<file path="config.mk">
export PLATFORM = sky130hd
export DESIGN_NAME = multicycle_controller
export DESIGN_NICKNAME = d
export VERILOG_FILES = /design/src/rtl/rv32i_ctrl_pkg.sv /design/src/rtl/multicycle_controller_alu_decoder.sv /design/src/rtl/multicycle_controller.sv
export SDC_FILE = /design/constraint.sdc
export NUM_CORES = 1
export LEC_CHECK = 0
export BUFFER_PORTS_ARGS = -buffer_cell sky130_fd_sc_hd__buf_2
export CAP_MARGIN = 30
export CORE_MARGIN = 2
export CORE_UTILIZATION = 40
export CTS_BUF_LIST = sky130_fd_sc_hd__clkbuf_2
export DETAILED_ROUTE_END_ITERATION = 8
export PLACE_DENSITY = 0.8
export SLEW_MARGIN = 0
export SYNTH_ARGS = -nofsm -noshare
export SYNTH_HDL_FRONTEND = slang
export SYNTH_SLANG_ARGS = --single-unit
</file>
<file path="constraint.sdc">
create_clock -name clk -period 1.75 [get_ports clk]
set_clock_uncertainty 0.1 [all_clocks]
set_input_delay 0.175 -clock clk [delete_from_list [all_inputs] [get_ports clk]]
set_output_delay 0.175 -clock clk [all_outputs]
set_load 0.1 [all_outputs]
</file>
<file path="src/rtl/rv32i_ctrl_pkg.sv">
// Shared constants for the multicycle RV32I controller and ALU.
// Holds state codes, opcodes, ALUOp, AluControl and mux select encodings.
package rv32i_ctrl_pkg;

    localparam logic [3:0] ST_FETCH    = 4'd0;
    localparam logic [3:0] ST_DECODE   = 4'd1;
    localparam logic [3:0] ST_MEMADR   = 4'd2;
    localparam logic [3:0] ST_MEMREAD  = 4'd3;
    localparam logic [3:0] ST_MEMWB    = 4'd4;
    localparam logic [3:0] ST_MEMWRITE = 4'd5;
    localparam logic [3:0] ST_EXECUTER = 4'd6;
    localparam logic [3:0] ST_EXECUTEI = 4'd7;
    localparam logic [3:0] ST_ALUWB    = 4'd8;
    localparam logic [3:0] ST_BEQ      = 4'd9;
    localparam logic [3:0] ST_JAL      = 4'd10;
    localparam logic [3:0] ST_HALT     = 4'd11;

    typedef enum logic [3:0] {
        S_FETCH    = ST_FETCH,
        S_DECODE   = ST_DECODE,
        S_MEMADR   = ST_MEMADR,
        S_MEMREAD  = ST_MEMREAD,
        S_MEMWB    = ST_MEMWB,
        S_MEMWRITE = ST_MEMWRITE,
        S_EXECUTER = ST_EXECUTER,
        S_EXECUTEI = ST_EXECUTEI,
        S_ALUWB    = ST_ALUWB,
        S_BEQ      = ST_BEQ,
        S_JAL      = ST_JAL,
        S_HALT     = ST_HALT
    } state_e;

    localparam logic [6:0] OP_LW    = 7'b0000011;
    localparam logic [6:0] OP_SW    = 7'b0100011;
    localparam logic [6:0] OP_RTYPE = 7'b0110011;
    localparam logic [6:0] OP_ITYPE = 7'b0010011;
    localparam logic [6:0] OP_JAL   = 7'b1101111;
    localparam logic [6:0] OP_BEQ   = 7'b1100011;

    localparam logic [1:0] ALUOP_ADD   = 2'b00;
    localparam logic [1:0] ALUOP_SUB   = 2'b01;
    localparam logic [1:0] ALUOP_FUNCT = 2'b10;

    localparam logic [2:0] ALU_ADD = 3'b000;
    localparam logic [2:0] ALU_SUB = 3'b001;
    localparam logic [2:0] ALU_AND = 3'b010;
    localparam logic [2:0] ALU_OR  = 3'b011;
    localparam logic [2:0] ALU_XOR = 3'b100;
    localparam logic [2:0] ALU_SLT = 3'b101;
    localparam logic [2:0] ALU_SLL = 3'b110;
    localparam logic [2:0] ALU_SRL = 3'b111;

    localparam logic       ADR_PC     = 1'b0;
    localparam logic       ADR_RESULT = 1'b1;

    localparam logic [1:0] RES_ALUOUT    = 2'b00;
    localparam logic [1:0] RES_MEMDATA   = 2'b01;
    localparam logic [1:0] RES_ALURESULT = 2'b10;

    localparam logic [1:0] SRCA_PC    = 2'b00;
    localparam logic [1:0] SRCA_OLDPC = 2'b01;
    localparam logic [1:0] SRCA_RD1   = 2'b10;

    localparam logic [1:0] SRCB_RD2  = 2'b00;
    localparam logic [1:0] SRCB_IMM  = 2'b01;
    localparam logic [1:0] SRCB_FOUR = 2'b10;

    localparam logic [1:0] IMM_I = 2'b00;
    localparam logic [1:0] IMM_S = 2'b01;
    localparam logic [1:0] IMM_B = 2'b10;
    localparam logic [1:0] IMM_J = 2'b11;

    function automatic logic [1:0] imm_src(input logic [6:0] op);
        case (op)
            OP_SW:   return IMM_S;
            OP_BEQ:  return IMM_B;
            OP_JAL:  return IMM_J;
            default: return IMM_I;
        endcase
    endfunction

endpackage

</file>
<file path="src/rtl/multicycle_controller_alu_decoder.sv">
// ALU decoder: maps ALUOp/funct3/funct7b5/op5 to the 3-bit AluControl.
// Ports: alu_op_i, funct3_i, funct7b5_i, op5_i in; alu_control_o out.
module alu_decoder
    import rv32i_ctrl_pkg::*;
(
    input  logic [1:0] alu_op_i,
    input  logic [2:0] funct3_i,
    input  logic       funct7b5_i,
    input  logic       op5_i,
    output logic [2:0] alu_control_o
);

    always_comb begin
        alu_control_o = ALU_ADD;
        case (alu_op_i)
            ALUOP_SUB: alu_control_o = ALU_SUB;
            ALUOP_FUNCT: begin
                case (funct3_i)
                    // op5 separates R-type sub from addi with imm[10] set
                    3'b000:  alu_control_o = (funct7b5_i & op5_i) ? ALU_SUB
                                                                  : ALU_ADD;
                    3'b010:  alu_control_o = ALU_SLT;
                    3'b100:  alu_control_o = ALU_XOR;
                    3'b110:  alu_control_o = ALU_OR;
                    3'b111:  alu_control_o = ALU_AND;
                    3'b001:  alu_control_o = ALU_SLL;
                    3'b101:  alu_control_o = ALU_SRL;
                    default: alu_control_o = ALU_ADD;
                endcase
            end
            default:   alu_control_o = ALU_ADD;
        endcase
    end

endmodule

</file>
<file path="src/rtl/multicycle_controller.sv">
// Multicycle RV32I control unit: Moore FSM driving datapath selects/enables.
// Ports: clk, reset, op, funct3, funct7b5, Zero in; PCWrite, AdrSrc,
// MemWrite, IRWrite, ResultSrc, ALUSrcA, ALUSrcB, ImmSrc, RegWrite,
// AluControl out. Macro MULTICYCLE_CTRL_ILLEGAL_EN adds IllegalInstr/HALT.
module multicycle_controller
    import rv32i_ctrl_pkg::*;
(
    input  logic       clk,
    input  logic       reset,
    input  logic [6:0] op,
    input  logic [2:0] funct3,
    input  logic       funct7b5,
    input  logic       Zero,
    output logic       PCWrite,
    output logic       AdrSrc,
    output logic       MemWrite,
    output logic       IRWrite,
    output logic [1:0] ResultSrc,
    output logic [1:0] ALUSrcA,
    output logic [1:0] ALUSrcB,
    output logic [1:0] ImmSrc,
    output logic       RegWrite,
`ifdef MULTICYCLE_CTRL_ILLEGAL_EN
    output logic       IllegalInstr,
`endif
    output logic [2:0] AluControl
);

    state_e     state_q;
    state_e     state_d;
    state_e     st;
    logic [1:0] alu_op;
    logic       branch;
    logic       pc_update;
    logic       mem_write;
    logic       ir_write;
    logic       reg_write;

    always_comb begin
        state_d = S_FETCH;
        case (state_q)
            S_FETCH:  state_d = S_DECODE;
            S_DECODE: begin
                case (op)
                    OP_LW, OP_SW: state_d = S_MEMADR;
                    OP_RTYPE:     state_d = S_EXECUTER;
                    OP_ITYPE:     state_d = S_EXECUTEI;
                    OP_JAL:       state_d = S_JAL;
                    OP_BEQ:       state_d = S_BEQ;
`ifdef MULTICYCLE_CTRL_ILLEGAL_EN
                    default:      state_d = S_HALT;
`else
                    default:      state_d = S_FETCH;
`endif
                endcase
            end
            S_MEMADR:   state_d = (op == OP_SW) ? S_MEMWRITE : S_MEMREAD;
            S_MEMREAD:  state_d = S_MEMWB;
            S_EXECUTER: state_d = S_ALUWB;
            S_EXECUTEI: state_d = S_ALUWB;
            S_JAL:      state_d = S_ALUWB;
`ifdef MULTICYCLE_CTRL_ILLEGAL_EN
            S_HALT:     state_d = S_HALT;
`endif
            default:    state_d = S_FETCH;
        endcase
    end

    always_ff @(posedge clk) begin
        if (reset) state_q <= S_FETCH;
        else       state_q <= state_d;
    end

    // Reset presents FETCH decode; write enables are gated separately below.
    assign st = reset ? S_FETCH : state_q;

    always_comb begin
        AdrSrc    = ADR_PC;
        ResultSrc = RES_ALUOUT;
        ALUSrcA   = SRCA_PC;
        ALUSrcB   = SRCB_RD2;
        alu_op    = ALUOP_ADD;
        branch    = 1'b0;
        pc_update = 1'b0;
        mem_write = 1'b0;
        ir_write  = 1'b0;
        reg_write = 1'b0;
        case (st)
            S_FETCH: begin
                ir_write  = 1'b1;
                ALUSrcB   = SRCB_FOUR;
                ResultSrc = RES_ALURESULT;
            end
            S_DECODE: begin
                ALUSrcA = SRCA_OLDPC;
                ALUSrcB = SRCB_IMM;
            end
            S_MEMADR: begin
                ALUSrcA = SRCA_RD1;
                ALUSrcB = SRCB_IMM;
            end
            S_MEMREAD:  AdrSrc = ADR_RESULT;
            S_MEMWB: begin
                ResultSrc = RES_MEMDATA;
                reg_write = 1'b1;
            end
            S_MEMWRITE: begin
                AdrSrc    = ADR_RESULT;
                mem_write = 1'b1;
            end
            S_EXECUTER: begin
                ALUSrcA = SRCA_RD1;
                alu_op  = ALUOP_FUNCT;
            end
            S_EXECUTEI: begin
                ALUSrcA = SRCA_RD1;
                ALUSrcB = SRCB_IMM;
                alu_op  = ALUOP_FUNCT;
            end
            S_ALUWB:    reg_write = 1'b1;
            S_BEQ: begin
                ALUSrcA = SRCA_RD1;
                alu_op  = ALUOP_SUB;
                branch  = 1'b1;
            end
            S_JAL: begin
                ALUSrcA   = SRCA_OLDPC;
                ALUSrcB   = SRCB_FOUR;
                pc_update = 1'b1;
            end
            default: ;
        endcase
    end

    assign PCWrite  = ~reset & (pc_update | (branch & Zero) | (st == S_FETCH));
    assign MemWrite = ~reset & mem_write;
    assign IRWrite  = ~reset & ir_write;
    assign RegWrite = ~reset & reg_write;
    assign ImmSrc   = imm_src(op);

`ifdef MULTICYCLE_CTRL_ILLEGAL_EN
    assign IllegalInstr = (st == S_HALT);
`endif

    alu_decoder u_alu_dec (
        .alu_op_i      (alu_op),
        .funct3_i      (funct3),
        .funct7b5_i    (funct7b5),
        .op5_i         (op[5]),
        .alu_control_o (AluControl)
    );

endmodule

</file>
==> metrics.md <==
| Metric | Value |
|---|---|
| Status | finished with violations |
| Failing checks | setup timing |
| FMAX | 516 MHz |
| Max clock buf depth | 2 |
| Pin count of the biggest net entering global routing | 16 |
| Largest family of logic cells by synthesized area | simple AND/OR/NAND/NOR gates |
| Number of DRC markers in iteration 0 | 31 |
| Simple-gate area share of the yosys netlist | 43.9% |
| Global-route wire length before repair | 3.62 mm |
| Initial antenna violation count | 0 |
| Placed insts | 138 |
| CP max-delay cell | dfxtp_2 |
| Registers with the most flip-flops | state_q: 4 flops |
| Main flop type after synthesis | dfxtp_1 |
| GRT busiest layer | met2 |
| Worst Hold Class | in2reg |
| Post-synthesis mux area share | 0% |
| Yosys cell types | 37 |
| # diodes | 0 |
| Vias per cell | 6.19 |
| Detail Route Antenna Nets | 0 |
| Slew @ Worst Pin | 483 ps |
| Final cycle utilization of the critical path | 111% |
| RSZ-0062 raised after global routing | yes |
| Clock Pin Slew Worst Setup and Hold Paths | 60 ps |
| Critical Path RT | 1470 ps |
| MaxCap Viol Count | 0 |
| Synthesized instance count | 88 |
| Met3 usage | 2.92% |
| Clock Sinks | 4 |
| Hold_buf cts | 0 |
| Met2 Use GR | 47.5% |
| Final #Nets | 148 |
| VDD IR max | 0.000344 V |
| GP Congestion | 0.799 |
| Post-synth EDFFs | 0 |
| Largest area contributor in the netlist | dfxtp_1 |
| Synth Area in Compound Gates | 21.7% |
| Worst Setup End Kind | output pin |
| Buffers on Ports | 29 |
| Clk root buf | clkbuf_2 |
| Slowest stage delay, CP | 330 ps |
| Share of cells above drive strength 1 | 65.4% |
| Worst setup margin | -187 ps |
| Die Wd | 43.4 um |
| # IOs | 30 |
| Max-slew violation count | 0 |
| Flops & latches, synth | 4 |
| Drt pass-1 iters | 4 |
| WL/cell | 19.5 um |
| Ys async rst share | 0% |
| Area Overhead vs Synth | 124% |
| Largest register by flop count | state_q |
| Most frequent cells in the layout | buf_12, buf_2, buf_4, nand2_1, xnor2_1 |
| Die Y | 43.4 um |
| Starting Density | 41.8% |
| Setup WS pre-CTS | -3.85 ps |
| Relative slew margins | 68.1% |
| Vias in the first global route | 814 |
| CTS tree | yes |
| Most common cell after layout, fill and taps aside | buf_12 |
| Met1 Resource Use GR | 28.2% |
| CTS Buf Count | 3 |
| Total Wirelength | 2.85 mm |
| Post-Syn Area | 622 sq um |
| Crit-path cells | nor2b_4 -> and3_4 -> buf_6 -> ha_4 -> nor3b_4 -> buf_12 |
| Worst skew pair latency | 240 ps |
| Lkg Pwr | 0.546 nW |
| Fin cells | 146 |
| # DRC | 0 |
| WP data arrival | 1660 ps |
| Minimum clock period | 1940 ps |
| Total congestion overflow | 0 |
| Syn_area_per_cell | 7.07 sq um |
| Total Routing Usage GR | 25.3% |
| Design Power | 0.450 mW |
| PD cells | 323 nW/um^2 |
| Top cell type's share of synthesized area | 12.9% |
| Critical-path maximum fanout | 2 |
| DIE AREA | 1890 sq um |
| Final setup fails | 7 |
| Fin. Hold Viols | 0 |
| Core Box Area | 1490 sq um |
| Adder-Cell Fraction of Synth Area | 4.02% |
| Top cells by area, synth | dfxtp_1, xnor2_1, and3_1, a21oi_1, nand2_1 |
| Max reg flops | 4 |
| H-tree levels | 1 |
| Sequential share of the synthesized area | 12.9% |
| Total number of vias | 904 |
| # rows | 14 |
| Startpoint Class | register |
| Synth Area in XOR/XNOR | 7.04% |
| Synth Net Count | 104 |
| Yosys warnings | 0 |
| Critical path type | reg2out |
| DP Wirelength | 1.65 mm |
| Post-Route Setup TNS | -595 ps |
per-layer routing:
metal / up-vias / wire length (um)
met5: - / 0
met4: 0 / 119
li1: 407 / -
met3: 13 / 168
met2: 56 / 1540
met1: 428 / 1020
timing repair:
| item | 4_1_cts | 5_1_grt |
|---|---|---|
| pin swaps | 6 | 10 |
| endpoints found under the setup margin | 6 | 7 |
| gates cloned | 0 | 1 |
| gates resized for setup | 12 | 22 |
| setup buffers | 0 | 4 |
area by class of cell:
type | instances | area (sq um)
multi-input cells | 71 | 697
repair buffers | 46 | 543
fillers | 50 | 96.3
flip-flops and latches | 4 | 92.6
inverters | 6 | 25.0
well taps | 16 | 20.0
clock buffers | 3 | 15.0
cells by family after synthesis:
family,Yosys count
buffers and inverters,13
AO/OA/AOI/OAI,20
XOR/XNOR,5
AND/OR/NAND/NOR,44
adder cells (fa/ha/maj),2
flip-flops,4
metrics by stage:
step	hold WS, ps	cell area (sq um)	utilization, %
after global placement	402	1200	80.8
after global routing	175	1390	93.5
after floorplan	251	813	-
after CTS	186	1260	84.5
final	164	1390	93.5
after detailed placement	416	1200	80.8
power breakdown:
| part | leakage [nW] | switching, mW | internal [mW] |
|---|---|---|---|
| registers | 0.0352 | 0.00169 | 0.0894 |
| logic | 0.498 | 0.156 | 0.104 |
| clock network | 0.0125 | 0.0533 | 0.0461 |
final timing paths:
path | start | end | slack (ps) | cells after the start
setup / recovery | state_q[0]$_SDFF_PP0_ | AluControl[1] | -190 | 6
hold / removal | op[6] | state_q[1]$_SDFF_PP0_ | 160 | 3
setup reg to reg | state_q[2]$_SDFF_PP0_ | state_q[1]$_SDFF_PP0_ | 230 | 5
hold reg to reg | state_q[3]$_SDFF_PP0_ | state_q[3]$_SDFF_PP0_ | 530 | 3
synth_stat cells, types with 2 or more instances:
| cell type | instances |
|---|---|
| nor4_1 | 2 |
| nand3_1 | 2 |
| o21ai_0 | 3 |
| a31oi_1 | 2 |
| nor2b_1 | 4 |
| a211o_1 | 2 |
| nor3_1 | 2 |
| nor2_1 | 3 |
| nor4b_1 | 2 |
| nand4_1 | 2 |
| buf_2 | 4 |
| nand2b_1 | 3 |
| and3b_1 | 2 |
| nor3b_1 | 4 |
| dfxtp_1 | 4 |
| inv_1 | 5 |
| ha_1 | 2 |
| xnor2_1 | 5 |
| a21oi_1 | 6 |
| nand2_1 | 8 |
| and3_1 | 5 |
critical path, delay by kind of cell (launching register included):
kind / cells / cell delay [ps]
simple gates: 3 / 580
flops: 1 / 330
buf+inv: 2 / 300
fa+ha+maj: 1 / 210
Power figures use the tool's default switching activity.
